===== config.mk =====
export PLATFORM = sky130hd
export DESIGN_NAME = upcount_timer
export DESIGN_NICKNAME = d
export VERILOG_FILES = /design/src/rtl/upcount_pkg.sv /design/src/rtl/upcount_core.sv /design/src/rtl/upcount_timer.sv
export SDC_FILE = /design/constraint.sdc
export NUM_CORES = 1
export LEC_CHECK = 0
export ABC_CLOCK_PERIOD_IN_PS = 2000
export CELL_PAD_IN_SITES_DETAIL_PLACEMENT = 1
export CELL_PAD_IN_SITES_GLOBAL_PLACEMENT = 1
export CORE_MARGIN = 2
export CORE_UTILIZATION = 25
export CTS_BUF_LIST = sky130_fd_sc_hd__clkbuf_8 sky130_fd_sc_hd__clkbuf_16
export CTS_CLUSTER_SIZE = 20
export DETAILED_ROUTE_END_ITERATION = 8
export PLACE_DENSITY_LB_ADDON = 0.1
export SLEW_MARGIN = 20
export SYNTH_ARGS = -nofsm -noshare
export SYNTH_HDL_FRONTEND = slang
export SYNTH_SLANG_ARGS = --single-unit
export TNS_END_PERCENT = 100

===== constraint.sdc =====
create_clock -name Clock -period 2 [get_ports Clock]
set_input_delay 0.6 -clock Clock [delete_from_list [all_inputs] [get_ports Clock]]
set_output_delay 0.6 -clock Clock [all_outputs]
set_load 0.05 [all_outputs]

===== src/rtl/upcount_pkg.sv =====
// Shared types for the up-counting timer: FSM state encoding.
package upcount_pkg;

    localparam int ST_W = 2;

    typedef enum logic [ST_W-1:0] {
        ST_IDLE = 2'd0,
        ST_RUN  = 2'd1,
        ST_DONE = 2'd2
    } state_t;

endpackage


===== src/rtl/upcount_core.sv =====
// Bare loadable n-bit up-counter: load has priority over increment.
// Wrap flags that the increment taken on this edge rolls over from 2^n-1 to 0.
module upcount_core #(
    parameter int n = 8
) (
    input  logic         Clock,
    input  logic         Reset,
    input  logic [n-1:0] R,
    input  logic         L,
    input  logic         E,
    output logic [n-1:0] Q,
    output logic         Wrap
);

    assign Wrap = E && !L && (Q == '1);

    always_ff @(posedge Clock) begin
        if (Reset) begin
            Q <= '0;
        end else if (L) begin
            Q <= R;
        end else if (E) begin
            Q <= Q + 1'b1;
        end
    end

endmodule


===== src/rtl/upcount_timer.sv =====
// Loadable up-counting timer with start/stop, terminal limit and Done pulse.
// Define UPCOUNT_AUTO_RELOAD_EN for periodic mode (reload R at Limit, stay in RUN).
module upcount_timer
    import upcount_pkg::*;
#(
    parameter int n = 8
) (
    input  logic         Clock,
    input  logic         Reset,
    input  logic [n-1:0] R,
    input  logic         L,
    input  logic         E,
    input  logic         Start,
    input  logic         Stop,
    input  logic [n-1:0] Limit,
    output logic [n-1:0] Q,
    output logic         Busy,
    output logic         Done,
    output logic         Ovf
);

    state_t state;
    state_t next_state;
    logic   core_load;
    logic   core_inc;
    logic   done_next;
    logic   wrap;
    logic   hit;

    assign hit = (Q == Limit);

    upcount_core #(.n(n)) u_core (
        .Clock (Clock),
        .Reset (Reset),
        .R     (R),
        .L     (core_load),
        .E     (core_inc),
        .Q     (Q),
        .Wrap  (wrap)
    );

    // Priority within a non-reset edge: L > Stop > Start > count.
    always_comb begin
        next_state = state;
        core_load  = 1'b0;
        core_inc   = 1'b0;
        done_next  = 1'b0;
        if (L) begin
            core_load = 1'b1;
            if (Start && state != ST_RUN) begin
                next_state = ST_RUN;
            end else if (state == ST_DONE) begin
                next_state = ST_IDLE;
            end
        end else begin
            case (state)
                ST_IDLE: begin
                    if (Start) next_state = ST_RUN;
                end
                ST_RUN: begin
                    if (Stop) begin
                        next_state = ST_IDLE;
                    end else if (E) begin
                        if (hit) begin
                            done_next = 1'b1;
`ifdef UPCOUNT_AUTO_RELOAD_EN
                            core_load = 1'b1;
`else
                            next_state = ST_DONE;
`endif
                        end else begin
                            core_inc = 1'b1;
                        end
                    end
                end
                ST_DONE: begin
                    if (Start) begin
                        core_load  = 1'b1;
                        next_state = ST_RUN;
                    end
                end
                default: next_state = ST_IDLE;
            endcase
        end
    end

    always_ff @(posedge Clock) begin
        if (Reset) begin
            state <= ST_IDLE;
            Busy  <= 1'b0;
            Done  <= 1'b0;
            Ovf   <= 1'b0;
        end else begin
            state <= next_state;
            Busy  <= (next_state == ST_RUN);
            Done  <= done_next;
            if (L) begin
                Ovf <= 1'b0;
            end else if (wrap) begin
                Ovf <= 1'b1;
            end
        end
    end

endmodule


======== Word-level counts from Yosys, hierarchy flattened ========
Cells that the tools add are included.
word-level totals
  register bits ........................... 13
  output and inout bits ................... 11
  bits of input ports ..................... 22
  memory bits (read-only) ................. 0
  bits in latches ......................... 0
  memories ................................ 0
  memory bits (writable) .................. 0
cells by class
  reduce and logical (&&, ||, !) cells .... 9
  order comparisons ....................... 0
  bitwise gates (word level) .............. 2
  equal/unequal tests ..................... 6
  divide/modulo/power cells ............... 0
  $add $sub $neg .......................... 1
  shift-type cells ........................ 0
  multipliers ............................. 0
  muxes and demuxes ....................... 19
operators with widths
  cell                   number
  $mux W8                2
  $mux W2                7
  $mux W1                9
  $add A8 B1 Y8 const B  1
  $eq A8 B8 Y1           1
  $eq A8 B8 Y1 const B   1
  $reduce_or A5 Y1       1
  $eq A2 B1 Y1 const B   2
  $pmux W2 S2            1
  $reduce_or A2 Y1       2
  $logic_and A1 B1 Y1    3
  $eq A2 B2 Y1 const B   1
  $logic_not A2 Y1       1
  $ne A2 B1 Y1 const B   1
  $not A1 Y1             2
  $reduce_bool A2 Y1     1
  $logic_not A1 Y1       1

======== Depth between registers and ports, before layout ========
  depth after elaboration ................. 8
  depth in mapped cells ................... 7
  mapped depth without buffers ............ 6

======== By module ========
A second synthesis with hierarchy kept.
unflattened totals
  cells, all modules ...................... 92
  area, all modules ....................... 782.0 µm²
modules (own cells, without submodules)
  module         cells each  area each (µm²)  times used
  upcount_core   55          456.7            1
  upcount_timer  37          325.3            1

======== Least setup slack after synthesis ========
Ideal clock, no wire load.
  path type ............................... reg2reg
  start point ............................. register u_core.Q[0]
  end point ............................... register u_core.Q[3]
  required time ........................... 1859 ps
  clock period less this slack ............ 1793 ps
  slack ................................... 207 ps
  stages on the path, launching flop included .. 7
  arrival ................................. 1652 ps
  buffers on the path ..................... 1
  cell sequence ........................... dfxtp_1 xnor2_1 nand4_1 or2_1 buf_2 a31oi_1 a211oi_1
between the ends
  word-level cells in the longest chain between the ends .. 7
RTL lines
  element                       line                 source
  from (decl)                   upcount_core.sv:11   output logic [n-1:0] Q,
  from (signal assigned)        upcount_core.sv:23   Q <= Q + 1'b1;
  $eq A8 B8 Y1                  upcount_timer.sv:30  assign hit = (Q == Limit);
  $mux W1                       upcount_timer.sv:64  if (hit) begin
  $mux W1                       upcount_timer.sv:63  end else if (E) begin
  $mux W1                       upcount_timer.sv:61  if (Stop) begin
  $mux W1                       upcount_timer.sv:56  case (state)
  $mux W1                       upcount_timer.sv:48  if (L) begin
  $reduce_bool A2 Y1 (no line)  -
Parallel ways exist; a longest one is shown, timed or not. The select of a mux whose other input is x is not followed.
A chain may end at the register's enable or synchronous reset.

======== Worst setup path after layout ========
  start point ............................. input Limit[0]
  end point ............................... register Busy
between the ends
  word-level cells in the longest chain between the ends .. 7
RTL lines
  element               line                 source
  from (decl)           upcount_timer.sv:15  input logic [n-1:0] Limit,
  $eq A8 B8 Y1          upcount_timer.sv:30
  $mux W2               upcount_timer.sv:64
  $mux W2               upcount_timer.sv:63
  $mux W2               upcount_timer.sv:61
  $pmux W2 S2           upcount_timer.sv:56
  $mux W2               upcount_timer.sv:48
  $eq A2 B1 Y1          upcount_timer.sv:95  Busy <= (next_state == ST_RUN);
  to (signal assigned)  upcount_timer.sv:95
  to (decl)             upcount_timer.sv:17  output logic Busy,
No other way between the ends.

==> impl_metrics.csv <==
group,metric,value,unit
final_layout,post_route_cells_drive_above_1_share,0.331,
setup_path,timing.critical_path.slowest_stage_cell,"sky130_fd_sc_hd__clkdlybuf4s50_1",
clock_network,htreeDepth,1,
pwr,max-vdd-ir-drop,185,µV
clock_network,cts_buffers,3,
clock_network,cts_tree,"built",
final_layout,finish.net_count,169,
setup_path,worst-endpoint-required,2.14,ns
grt,track_usage,0.156,
synth,dominant_cell_type_by_area_after_synthesis,"sky130_fd_sc_hd__dfxtp_1",
final_layout,fillCellCount,419,
pwr,swShare,0.323,
sta,achievable-frequency,0.513,GHz
pwr,power_density,548,nW/µm²
grt,antenna_found_initial,0,
setup_path,start_kind,"primary input",
synth,synth_top_area_share,0.295,
final_layout,antenna_cells,0,
setup_path,cpPeakStageDelay,0.48,ns
sta,drv_slew,0,
die,ios,33,
pwr,power,786,µW
sta,min_period,1.95,ns
setup_path,crit_chain,"clkdlybuf4s50_1, xnor2_1, nand4_1, buf_6, nor2_2, buf_4, a31oi_1, and2_1",
placement,detailedPlacementHpwl,2260,µm
setup_path,worst-endpoint-arrival,2.09,ns
setup_path,path_class,"in -> reg",
sta,worst_setup_slack_after_layout,0.0491,ns
clock_network,cts.sinks,13,
final_layout,layoutNonFillerInstCount,191,
pwr,power_frac_seq,0.379,
pwr,net-switching-power,254,µW
sta,final-hold-violation-count,0,
pwr,combPwrFrac,0.317,
run_status,run_status,"completed",
final_layout,fin_area,1440,µm²
grt,maximum_number_of_pins_on_one_net_before_global_route_repair,13,
pwr,power_leakage,0.000637,µW
sta,max_slew_margin,0.785,
drt,routed-via-count,937,
drt,routed_wl,2930,µm
clock_network,cts_root_buf,"sky130_fd_sc_hd__clkbuf_8",
placement,number_of_i_o_port_buffers,32,
pwr,cell_internal_pwr,532,µW
worst_hold_path,holdCritPathClass,"reg -> reg",
placement,postPlaceCellArea,1290,µm²
final_layout,synthToLayoutAreaGrowth,62.5,%
drt,drt_iter0_drc,18,
die,die-width,63.4,µm
job,max-cap-violations,0,
sta,clock_skew,0.00719,ns
die,core_area,3360,µm²
sta,grt_setup_unrepaired,"true",
sta,totalNegativeSetupSlack,0,ns
final_layout,layout.cells.most_common,"sky130_fd_sc_hd__buf_4",
clock_network,cts.path.max_buffers,2,
synth,synth.top_cells.by_area,"sky130_fd_sc_hd__dfxtp_1 (29%), sky130_fd_sc_hd__xnor2_1 (7.9%), sky130_fd_sc_hd__o211a_1 (5.7%)",
setup_path,critical_path.top_delay_family,"buffers and inverters",
sta,setup-violations-final,0,
synth,yosys_warnings,0,
placement,final_estimated_routing_congestion_in_global_placement,0.757,
clock_network,ctsHoldBuffers,0,
die,floorplan.die.height,63.4,µm
die,effective_utilization_at_floorplan,0.263,
grt,grt_overflow,0,
sta,period_utilisation_layout,0.975,
drt,routed_via_density,4.91,
synth,postSynthCellCount,100,
clock_network,worstSkewPairLatency,0.25,ns
setup_path,worstSetupEndpointType,"flop",
synth,synthesis.area,883,µm²
setup_path,cp_max_fo,4,
synth,yosysUniqueCellTypes,40,
pwr,clock_power_share,0.304,
synth,synth.avg_cell_area,8.83,µm²
drt,final_antenna_violating_net_count,0,
placement,place_worst_setup_slack,-0.321,ns
synth,ys.flop_type,"sky130_fd_sc_hd__dfxtp_1",
synth,synthesis.nets,123,
synth,ys_seq_elements,13,
drt,firstDrtPassIters,4,
die,dieArea,4020,µm²
die,core.rowCount,21,
setup_path,worstPathBufferInverterCount,3,
final_layout,top_library_cells_by_usage_in_the_layout_fill_and_taps_aside,"sky130_fd_sc_hd__buf_4 (23), sky130_fd_sc_hd__clkdlybuf4s50_1 (17), sky130_fd_sc_hd__dfxtp_1 (13)",
drt,drt_drc_violations_left,0,
grt,global_route_wire_length_before_repair,4950,µm
sta,tightest_slew,0.322,ns
synth,sequential_element_share_of_the_synthesized_area,0.295,
placement,place.detailed.instances,186,
synth,synth-edff-count,0,
grt,vias_in_the_first_global_route,989,
synth,synthArstFlopShare,0,
clock_network,clk_pin_slew_worst_paths,0.06,ns
drt,route.detailed.wl_per_inst,15.3,µm
==> Yosys cell counts, types with 2 or more instances <==
cell / n
sky130_fd_sc_hd__dfxtp_1: 13
sky130_fd_sc_hd__nand2_1: 10
sky130_fd_sc_hd__xnor2_1: 8
sky130_fd_sc_hd__nor2_1: 7
sky130_fd_sc_hd__a21oi_1: 5
sky130_fd_sc_hd__a31oi_1: 5
sky130_fd_sc_hd__nand3_1: 5
sky130_fd_sc_hd__o211a_1: 5
sky130_fd_sc_hd__a221oi_1: 4
sky130_fd_sc_hd__and3_1: 4
sky130_fd_sc_hd__a211oi_1: 2
sky130_fd_sc_hd__nor3_1: 2
sky130_fd_sc_hd__o21ai_0: 2
sky130_fd_sc_hd__or2_1: 2
==> metal layers <==
| metal | track usage | wire (µm) | up-vias |
|---|---|---|---|
| li1 | - | - | 462 |
| met1 | 0.201 | 1320 | 452 |
| met2 | 0.258 | 1470 | 21 |
| met3 | 0.0321 | 118 | 2 |
| met4 | 0.0489 | 19 | 0 |
| met5 | 0 | 0 | - |
==> flip-flops by register name (all words and copies together) (netlist names) <==
signal and count:
Done 1, u_core.Q 8, Busy 1, state 2, Ovf 1
==> path summary, 6_finish.rpt <==
kind / startpoint / endpoint / slack (ns) / depth (start not counted)
hold reg to reg: Ovf / Ovf / 0.55 / 2
hold / removal: Ovf / Ovf / 0.55 / 2
setup reg to reg: u_core.Q[0] / u_core.Q[6] / 0.34 / 5
setup / recovery: Limit[0] / Busy / 0.05 / 8
==> power groups by stage <==
stage	clock [µW]	sequential [µW]	combinational (µW)
global route	256	301	267
CTS	248	296	233
global placement	0	302	229
finish	239	298	249
floorplan	0	345	86.0
detailed placement	0	302	230
==> repair_timing <==
action,CTS,global route
buffers inserted,0,1
resized for setup,2,18
pin swaps,0,8
endpoints found under the setup margin,6,9
cloned,0,0
==> stage by stage <==
step / hold slack [ns] / util
6_report: 0.553 / 0.427
5_1_grt: 0.613 / 0.427
4_1_cts: 0.555 / 0.398
3_5_place_dp: 0.540 / 0.384
3_3_place_gp: 0.519 / 0.384
2_1_floorplan: 0.507 / -
==> cell type report <==
| class | count | area (µm²) | area share |
|---|---|---|---|
| flip-flops and latches | 13 | 260 | 0.181 |
| clock inverters | 1 | 3.75 | 0.00262 |
| well taps | 46 | 57.6 | 0.0401 |
| repair buffers | 46 | 415 | 0.289 |
| clock buffers | 3 | 41.3 | 0.0288 |
| multi-input cells | 82 | 657 | 0.458 |
==> worst register-to-register path, cell delays in order (launching register included) <==
cell                       delay [ns]
sky130_fd_sc_hd__dfxtp_1         0.38
sky130_fd_sc_hd__ha_1            0.26
sky130_fd_sc_hd__and3_1          0.22
sky130_fd_sc_hd__and3_1          0.22
sky130_fd_sc_hd__o211a_1         0.23
sky130_fd_sc_hd__a221oi_1        0.26
==> logic make-up (layout without fill, tap and decap cells) <==
logic type      count (synthesis)  in the layout  synth area share
flops                          13             13             0.295
fa+ha+maj                       1              1            0.0142
compound gates                 30             30             0.261
simple gates                   42             42             0.295
xor+xnor                        8              8            0.0793
mux                             1              1            0.0113
buf+inv                         5             50            0.0453
Power figures use the tool's default switching activity.
